[src/rtl/clk_div_sched.sv]
// Round-robin scheduler sharing one countdown engine among N_REQ requesters.
// Latency: grant one edge after req in IDLE, done div+1 cycles later, then one idle cycle.
// Backpressure: requests wait as held levels; only the owner's req is watched, and dropping it aborts.
module clk_div_sched #(
    parameter int N_REQ = 4,
    parameter int W     = 26
) (
    input  logic               clk,
    input  logic               rst,
    input  logic [N_REQ-1:0]   req,
    input  logic [N_REQ*W-1:0] div_in,
    output logic [N_REQ-1:0]   grant,
    output logic [N_REQ-1:0]   done,
    output logic               busy,
    output logic [W-1:0]       cnt_out
);
    localparam int LW = (N_REQ > 1) ? $clog2(N_REQ) : 1;

    typedef enum logic [1:0] {S_IDLE, S_LOAD, S_COUNT, S_DONE} state_t;

    state_t           state_q, state_n;
    logic [N_REQ-1:0] grant_q, grant_n;
    logic [N_REQ-1:0] done_q, done_n;
    logic [W-1:0]     cnt_q, cnt_n;
    logic [W-1:0]     div_l_q, div_l_n;
    logic [LW-1:0]    last_q, last_n;
    logic [LW-1:0]    gidx_q, gidx_n;
    logic [LW-1:0]    pick, cand;
    logic             found;
    logic [W-1:0]     div_arr [N_REQ];

    for (genvar i = 0; i < N_REQ; i++) begin : g_unpack
        assign div_arr[i] = div_in[i*W +: W];
    end

    // Scan starts one past the previous owner so every requester gets a turn.
    always_comb begin
        pick  = last_q;
        cand  = last_q;
        found = 1'b0;
        for (int k = 1; k <= N_REQ; k++) begin
            cand = LW'((int'(last_q) + k) % N_REQ);
            if (!found && req[cand]) begin
                found = 1'b1;
                pick  = cand;
            end
        end
    end

    always_comb begin
        state_n = state_q;
        grant_n = grant_q;
        done_n  = '0;
        cnt_n   = cnt_q;
        div_l_n = div_l_q;
        last_n  = last_q;
        gidx_n  = gidx_q;
        case (state_q)
            S_IDLE: begin
                if (found) begin
                    gidx_n        = pick;
                    grant_n       = '0;
                    grant_n[pick] = 1'b1;
                    state_n       = S_LOAD;
                end
            end
            S_LOAD: begin
                div_l_n = (div_arr[gidx_q] == '0) ? W'(1) : div_arr[gidx_q];
                cnt_n   = '0;
                state_n = S_COUNT;
            end
            S_COUNT: begin
                // Abort wins over completion; cnt holds at div_l-1 so it cannot wrap.
                if (!req[gidx_q]) begin
                    state_n = S_IDLE;
                    grant_n = '0;
                    last_n  = gidx_q;
                end else if (cnt_q == div_l_q - W'(1)) begin
                    state_n        = S_DONE;
                    done_n[gidx_q] = 1'b1;
                end else begin
                    cnt_n = cnt_q + W'(1);
                end
            end
            S_DONE: begin
                state_n = S_IDLE;
                grant_n = '0;
                last_n  = gidx_q;
            end
            default: state_n = S_IDLE;
        endcase
    end

    always_ff @(posedge clk) begin
        if (!rst) begin
            state_q <= S_IDLE;
            grant_q <= '0;
            done_q  <= '0;
            cnt_q   <= '0;
            div_l_q <= '0;
            last_q  <= LW'(N_REQ - 1);
            gidx_q  <= '0;
        end else begin
            state_q <= state_n;
            grant_q <= grant_n;
            done_q  <= done_n;
            cnt_q   <= cnt_n;
            div_l_q <= div_l_n;
            last_q  <= last_n;
            gidx_q  <= gidx_n;
        end
    end

    assign grant   = grant_q;
    assign done    = done_q;
    assign busy    = (state_q != S_IDLE);
    assign cnt_out = cnt_q;
endmodule

[config.mk]
export PLATFORM = sky130hd
export DESIGN_NAME = clk_div_sched
export DESIGN_NICKNAME = d
export VERILOG_FILES = /design/src/rtl/clk_div_sched.sv
export SDC_FILE = /design/constraint.sdc
export NUM_CORES = 1
export LEC_CHECK = 0
export ABC_AREA = 1
export BUFFER_PORTS_ARGS = -buffer_cell sky130_fd_sc_hd__buf_2
export CAP_MARGIN = 20
export CORE_MARGIN = 4
export CORE_UTILIZATION = 45
export CTS_CLUSTER_SIZE = 28
export DETAILED_ROUTE_END_ITERATION = 7
export PLACE_DENSITY = 0.75
export SLEW_MARGIN = 20
export SYNTH_ARGS = -nofsm -noshare
export SYNTH_HDL_FRONTEND = slang
export SYNTH_SLANG_ARGS = --single-unit
[constraint.sdc]
create_clock -name clk -period 2.66 [get_ports clk]
set_clock_uncertainty 0.05 [all_clocks]
set_input_delay 0.266 -clock clk [delete_from_list [all_inputs] [get_ports clk]]
set_output_delay 0.266 -clock clk [all_outputs]
set_load 0.02 [all_outputs]
==> impl_metrics.toml, run 1 <==
[global_routing]
track_usage_pct = 25.19
grt-ovfl-total = 0
grt_max_degree = 30
antenna_found_initial = 0
grt_pass1_vias = 6273
grt_pass1_wl_mm = 30.13

[pwr]
p_seq_share_pct = 17.7
p_per_area_nw_per_um2 = 1203
clkPwrFrac_pct = 16.9
p_int_uw = 3949
swShare_pct = 52.59
pwr-share-comb_pct = 65.4
p_switching_uw = 4380
peakVddDrop_uv = 749.7
p_leak_uw = 0.003233

[routing]
routed_wl_mm = 18.10
routed_via_density = 5.239
ant_nets = 0
routedWlPerCell_um = 14.40
first_pass_iters = 5
drtIter0Drc = 585
route.detailed.drc = 0
vias = 6586

[finish]
nNetsFinal = 1203
seq_area_um2 = 1323
multi_input_area_um2 = 3807
instances_no_fill = 1257
fillers = 1230
antenna_cells = 0
fin_area_um2 = 6922
drive_gt1_share_pct = 19.28
area_growth_pct = 22.17

[clock_tree]
cts.path.max_buffers = 2
cts_tree = "built"
clock_sinks = 66
root_buffer = "clkbuf_16"
clk_pin_slew_ns = 0.06
cts-htree-levels = 3
cts_made_buffers = 9
clk_latency_ns = 0.33
hold_buffers = 0

[critical_path]
critPathMaxFanout = 25
r2r-start = "div_l_q[0]"
cpLargestDelayFamily = "simple AND/OR/NAND/NOR gates"
setup.worst_path.start = "div_l_q[0]"
critPathMostFrequentCell = "nand2_1"
start_kind = "flop"
slowest_delay_ns = 0.35
end_kind = "flop"
critPathBufInv = 3
critPathSlowestCell = "dfxtp_2"
cp.required_ns = 2.88
cp.arrival_ns = 2.59
crit_chain = "inv_1 -> ha_2 -> inv_1 -> nand2_1 -> nand2_1 -> nand2_1 -> nor2_1 -> nand2_1 -> nor2_1 -> nand2_1 -> nor2_1 -> nand2_1 -> nor2_4 -> nand4_4 -> nand2_4 -> buf_12 -> nand3_1 -> a21oi_1"
critical_path_class = "reg -> reg"

[floorplanning]
die_x_um = 120.2
initial_utilization_pct = 46.58
die_height_um = 120.2
die-area_um2 = 14450
ios = 145
core_area_um2 = 12160
rows = 40

[place]
dpl-instance-area_um2 = 6554
dp.cells = 1241
place.gp.congestion = 0.9792
io_buffers = 144
post-dp-hpwl_mm = 14.14

[timing]
finalCriticalPeriod_ns = 2.369
grt_setup_unrepaired = "no"
fin_crit_sh_pct = 89.06
fin_tns_setup_ns = 0
finalHoldViolations = 0
final-setup-viol-count = 0
relSlewSlack_pct = 48.65
fmax_mhz = 422.1
drv_slew = 0
hold_slack_ns = 0.2044
worst_pin_slew_ns = 0.7695

[logic_synthesis]
synth.area.top_cells = "dfxtp_1, nand2_1, nor2_1"
syn-cell-area_um2 = 5665
syn_avg_cell_area_um2 = 5.964
syn-num-nets = 1068
synth_edf_count = 0
yosysTopAreaCellShare_pct = 23.32
synthDistinctLibCells = 38
synth-main-ff-cell = "dfxtp_1"
yosysWarnings = 0
synthCells = 950
yosysSeqAreaShare_pct = 23.32
synth_top_cell_by_area = "dfxtp_1"
synth-async-reset-ratio_pct = 0
synth-seq-cells = 66

[run_status]
outcome = "finished clean"

[worst_hold_path]
min_from = "rst"
hp-class = "in -> reg"

[job]
cap_violations = 0
[power groups by stage]
| stage | logic (µW) | clock network, µW | registers (µW) |
|---|---|---|---|
| 2_1_floorplan | 4310 | 0 | 1370 |
| 3_3_place_gp | 5250 | 0 | 1480 |
| 3_5_place_dp | 5330 | 0 | 1480 |
| 4_1_cts | 5380 | 1420 | 1470 |
| 5_1_grt | 6190 | 1460 | 1510 |
| 6_report | 5450 | 1400 | 1470 |
[cells in the final DEF (no fill, tap or decap), types with 5 or more instances in the layout]
| cell type | netlist | routed |
|---|---|---|
| nand3b_1 | 9 | 9 |
| clkbuf_16 | 0 | 9 |
| nor3_1 | 14 | 14 |
| nor2_1 | 121 | 121 |
| a22o_1 | 7 | 7 |
| o21ai_0 | 17 | 17 |
| buf_4 | 0 | 15 |
| nor2_4 | 8 | 9 |
| xor2_1 | 34 | 34 |
| a221oi_1 | 7 | 7 |
| nor4_1 | 10 | 10 |
| a21oi_1 | 55 | 55 |
| nand3_1 | 77 | 77 |
| a22oi_1 | 28 | 28 |
| dfxtp_1 | 66 | 65 |
| inv_1 | 90 | 89 |
| xnor2_1 | 7 | 7 |
| buf_2 | 3 | 144 |
| ha_1 | 8 | 7 |
| o21a_1 | 5 | 5 |
| nand2_2 | 6 | 6 |
| nand2_1 | 293 | 293 |
| nand4_1 | 18 | 18 |
| nor2_2 | 10 | 9 |
[worst register-to-register path, stage by stage, from the launching register on]
cell and delay, ns:
dfxtp_2 0.35, inv_1 0.07, ha_2 0.29, inv_1 0.05
nand2_1 0.04, nand2_1 0.09, nand2_1 0.06, nor2_1 0.11
nand2_1 0.06, nor2_1 0.10, nand2_1 0.07, nor2_1 0.08
nand2_1 0.08, nor2_4 0.11, nand4_4 0.13, nand2_4 0.13
buf_12 0.17, nand3_1 0.11, a21oi_1 0.15
[sequential cells by signal, summed over array words and instances (netlist names)]
register	count
div_l_q	26
grant	4
cnt_out	26
done	4
gidx_q	2
last_q	2
state_q	2
[per-layer routing]
layer / routed length, µm / share of wire, % / track usage [%]
met1: 7887 / 44 / 31.63
met2: 8838 / 49 / 43.87
met3: 1010 / 5.6 / 4.677
met4: 360 / 2.0 / 7.445
met5: 0 / 0 / 0
[synth_stat cells, types with 4 or more instances]
cell type and instances:
inv_1 90, nor3_1 14, xor2_1 34, clkbuf_1 29, nor4_1 10, clkinv_1 4
a221oi_1 7, nand3b_1 9, dfxtp_1 66, nand2_2 6, nand4_1 18, o21ai_0 17
ha_1 8, a22o_1 7, nor2_1 121, nor2_4 8, a22oi_1 28, xnor2_1 7
nand2_1 293, o21a_1 5, a21oi_1 55, nand3_1 77, nor2_2 10
[through the flow]
stage | total power [µW] | setup WS, ns | util, %
6_report | 8329 | 0.2910 | 56.91
2_1_floorplan | 5687 | 0.4762 | -
4_1_cts | 8263 | 0.1523 | 56.78
3_5_place_dp | 6816 | 0.2268 | 53.89
5_1_grt | 9148 | 0.02647 | 56.91
3_3_place_gp | 6736 | 0.2820 | 53.89
[logic make-up (layout without fill, tap and decap cells)]
family	after synthesis	count (layout)	share of synthesized area, %
and+or+nand+nor	577	577	45.21
adders and majority gates	8	8	1.767
xor gates and xnor gates	41	41	6.338
AOI/OAI and AO/OA	126	126	13.76
DFF	66	66	23.32
buffers and inverters	132	271	9.607
[final cells by class]
cell class / instances / area share, %
tap: 168 / 3.037
clock inverter: 4 / 1.428
multi-input combinational: 752 / 55.01
clock buffer: 11 / 3.651
inverter: 95 / 5.152
sequential: 66 / 19.11
timing repair buffer: 161 / 12.62
[what timing repair did]
action / in CTS / in global routing
setup buffers: 0 / 1
endpoints found under the setup margin: 0 / 26
resized for setup: 0 / 4
[path summary, 6_finish.rpt]
kind	end	slack, ns	depth (start not counted)
setup / recovery	cnt_out[13]	0.29	18
hold / removal	last_q[0]	0.20	2
setup reg to reg	cnt_out[13]	0.29	18
hold reg to reg	grant[1]	0.41	2
(Power assumes the default switching activity.)
==> run 2, diff against run 1 <==
==> constraint.sdc (replaced) <==
create_clock -name clk -period 2.66 [get_ports clk]
set_clock_uncertainty 0.05 [all_clocks]
set_input_delay 0.133 -clock clk [delete_from_list [all_inputs] [get_ports clk]]
set_output_delay 0.133 -clock clk [all_outputs]
set_load 0.02 [all_outputs]
==> run 2 against run 1 <==
Net effect: flip-flop and latch count unchanged; fmax decreased by 1.8%; non-clock buffer count increased by 1; critical path depth decreased by 3; via count about the same; clock-buffer cell count decreased by 1; critical path type unchanged.
==> impl_metrics.toml, run 2 (same netlist as run 1, synthesis figures left out) <==
[routing]
vias = 6587
drtIter0Drc = 625
routed_via_density = 5.232
routed_wl_mm = 17.75
first_pass_iters = 5
route.detailed.drc = 0
routedWlPerCell_um = 14.10
ant_nets = 0

[critical_path]
r2r-end = "cnt_out[22]"
end_kind = "flop"
cp.arrival_ns = 2.63
rr_worst_depth = 15
setup.worst_path.start = "div_l_q[0]"
reg2reg_setup_slack_ns = 0.25
cp.required_ns = 2.88
critical_path_class = "reg -> reg"
r2r-start = "div_l_q[0]"
start_kind = "flop"
endpoint = "cnt_out[22]"
critPathMaxFanout = 26

[timing]
drv_slew = 0
worst_pin_slew_ns = 0.8001
fin_crit_sh_pct = 90.67
finalHoldViolations = 0
fmax_mhz = 414.6
hold_slack_ns = 0.05597
relSlewSlack_pct = 46.60
finalCriticalPeriod_ns = 2.412
final-setup-viol-count = 0
grt_setup_unrepaired = "no"
fin_tns_setup_ns = 0

[run_status]
outcome = "finished clean"

[clock_tree]
cts.path.max_buffers = 2
cts-resized-gates = 0
clk_latency_ns = 0.34
cts_made_buffers = 9
post-cts-setup-buffer-count = 0
cts_tree = "built"
clock_sinks = 66
hold_buffers = 0
cts-htree-levels = 3
root_buffer = "clkbuf_16"
clk_pin_slew_ns = 0.06

[place]
post-dp-hpwl_mm = 13.95
io_buffers = 144
place.gp.congestion = 0.9958

[finish]
antenna_cells = 0
drive_gt1_share_pct = 19.43
final_common_cell = "nand2_1"
most-common-layout-cells = "nand2_1, buf_2, nor2_1"
fillers = 1239
nNetsFinal = 1204
area_growth_pct = 21.42

[worst_hold_path]
hp-class = "in -> reg"

[floorplanning]
die_x_um = 120.2
initial_utilization_pct = 46.58
ios = 145
core_area_um2 = 12160
rows = 40
die-area_um2 = 14450
die_height_um = 120.2

[global_routing]
grt_pass1_wl_mm = 29.88
grt_pass1_vias = 6379
grt_max_degree = 43
grt-ovfl-total = 0
track_usage_pct = 25.16
antenna_found_initial = 0

[pwr]
peakVddDrop_uv = 844.7
p_leak_uw = 0.003204
p_per_area_nw_per_um2 = 1179

[job]
cap_violations = 0
run 2: per-layer routing:
metal	global-route usage, %	wire [µm]	vias up	share of wire [%]
met1	31.69	7576	3006	43
met3	5.192	1182	28	6.7
met5	0	0	-	0
li1	-	-	3353	-
met4	7.373	302	0	1.7
met2	43.31	8691	200	49
run 2: metrics by stage:
stage | total power, µW | area [µm²] | instances | worst slack (ns) | util, %
detailed placement | 6770 | 6556 | 1243 | 0.2452 | 53.91
finish | 8108 | 6879 | 1259 | 0.2481 | 56.56
CTS | 8013 | 6862 | 1259 | 0.1732 | 56.42
floorplan | 5687 | 5665 | 950 | 0.4762 | -
global placement | 6730 | 6556 | 1243 | 0.2914 | 53.91
global route | 9011 | 6879 | 1259 | 0.01378 | 56.56
run 2: area by class of cell:
type	instances	area, µm²	area share (%)
Clock inverter	6	66.31	0.9640
Timing Repair Buffer	162	868.3	12.62
Clock buffer	10	239.0	3.474
Tap cell	168	210.2	3.056
Sequential cell	66	1323	19.23
Multi-Input combinational cell	752	3816	55.47
Inverter	95	356.6	5.184
run 2: worst max-delay path: stages, from the launching register on:
cell,delay [ns]
dfxtp_2,0.33
inv_1,0.09
ha_2,0.23
nand2_4,0.12
nor2_4,0.19
nand2_1,0.07
nand2_1,0.06
o21ai_1,0.05
nor2_1,0.13
nand3b_1,0.15
nor2_4,0.16
nand4_4,0.14
nand2_4,0.14
buf_12,0.17
nand3_1,0.08
a21oi_1,0.16
run 2: worst min path at each step:
stage               start   endpoint  slack, ns  depth (start not counted)
floorplan             rst   grant[2]       0.25                          2
global placement      rst  last_q[0]       0.40                          2
detailed placement    rst  last_q[0]       0.40                          2
CTS                   rst  last_q[0]       0.06                          2
global route          rst  last_q[1]       0.07                          2
finish                rst  last_q[0]       0.06                          2
run 2: report_power, final:
group | leakage, µW | total (µW) | internal (µW) | switching (µW)
Sequential | 0.000537 | 1470 | 1180 | 291
Combinational | 0.00253 | 5430 | 1820 | 3620
Clock | 0.000141 | 1200 | 749 | 455
Total | 0.00320 | 8110 | 3750 | 4360
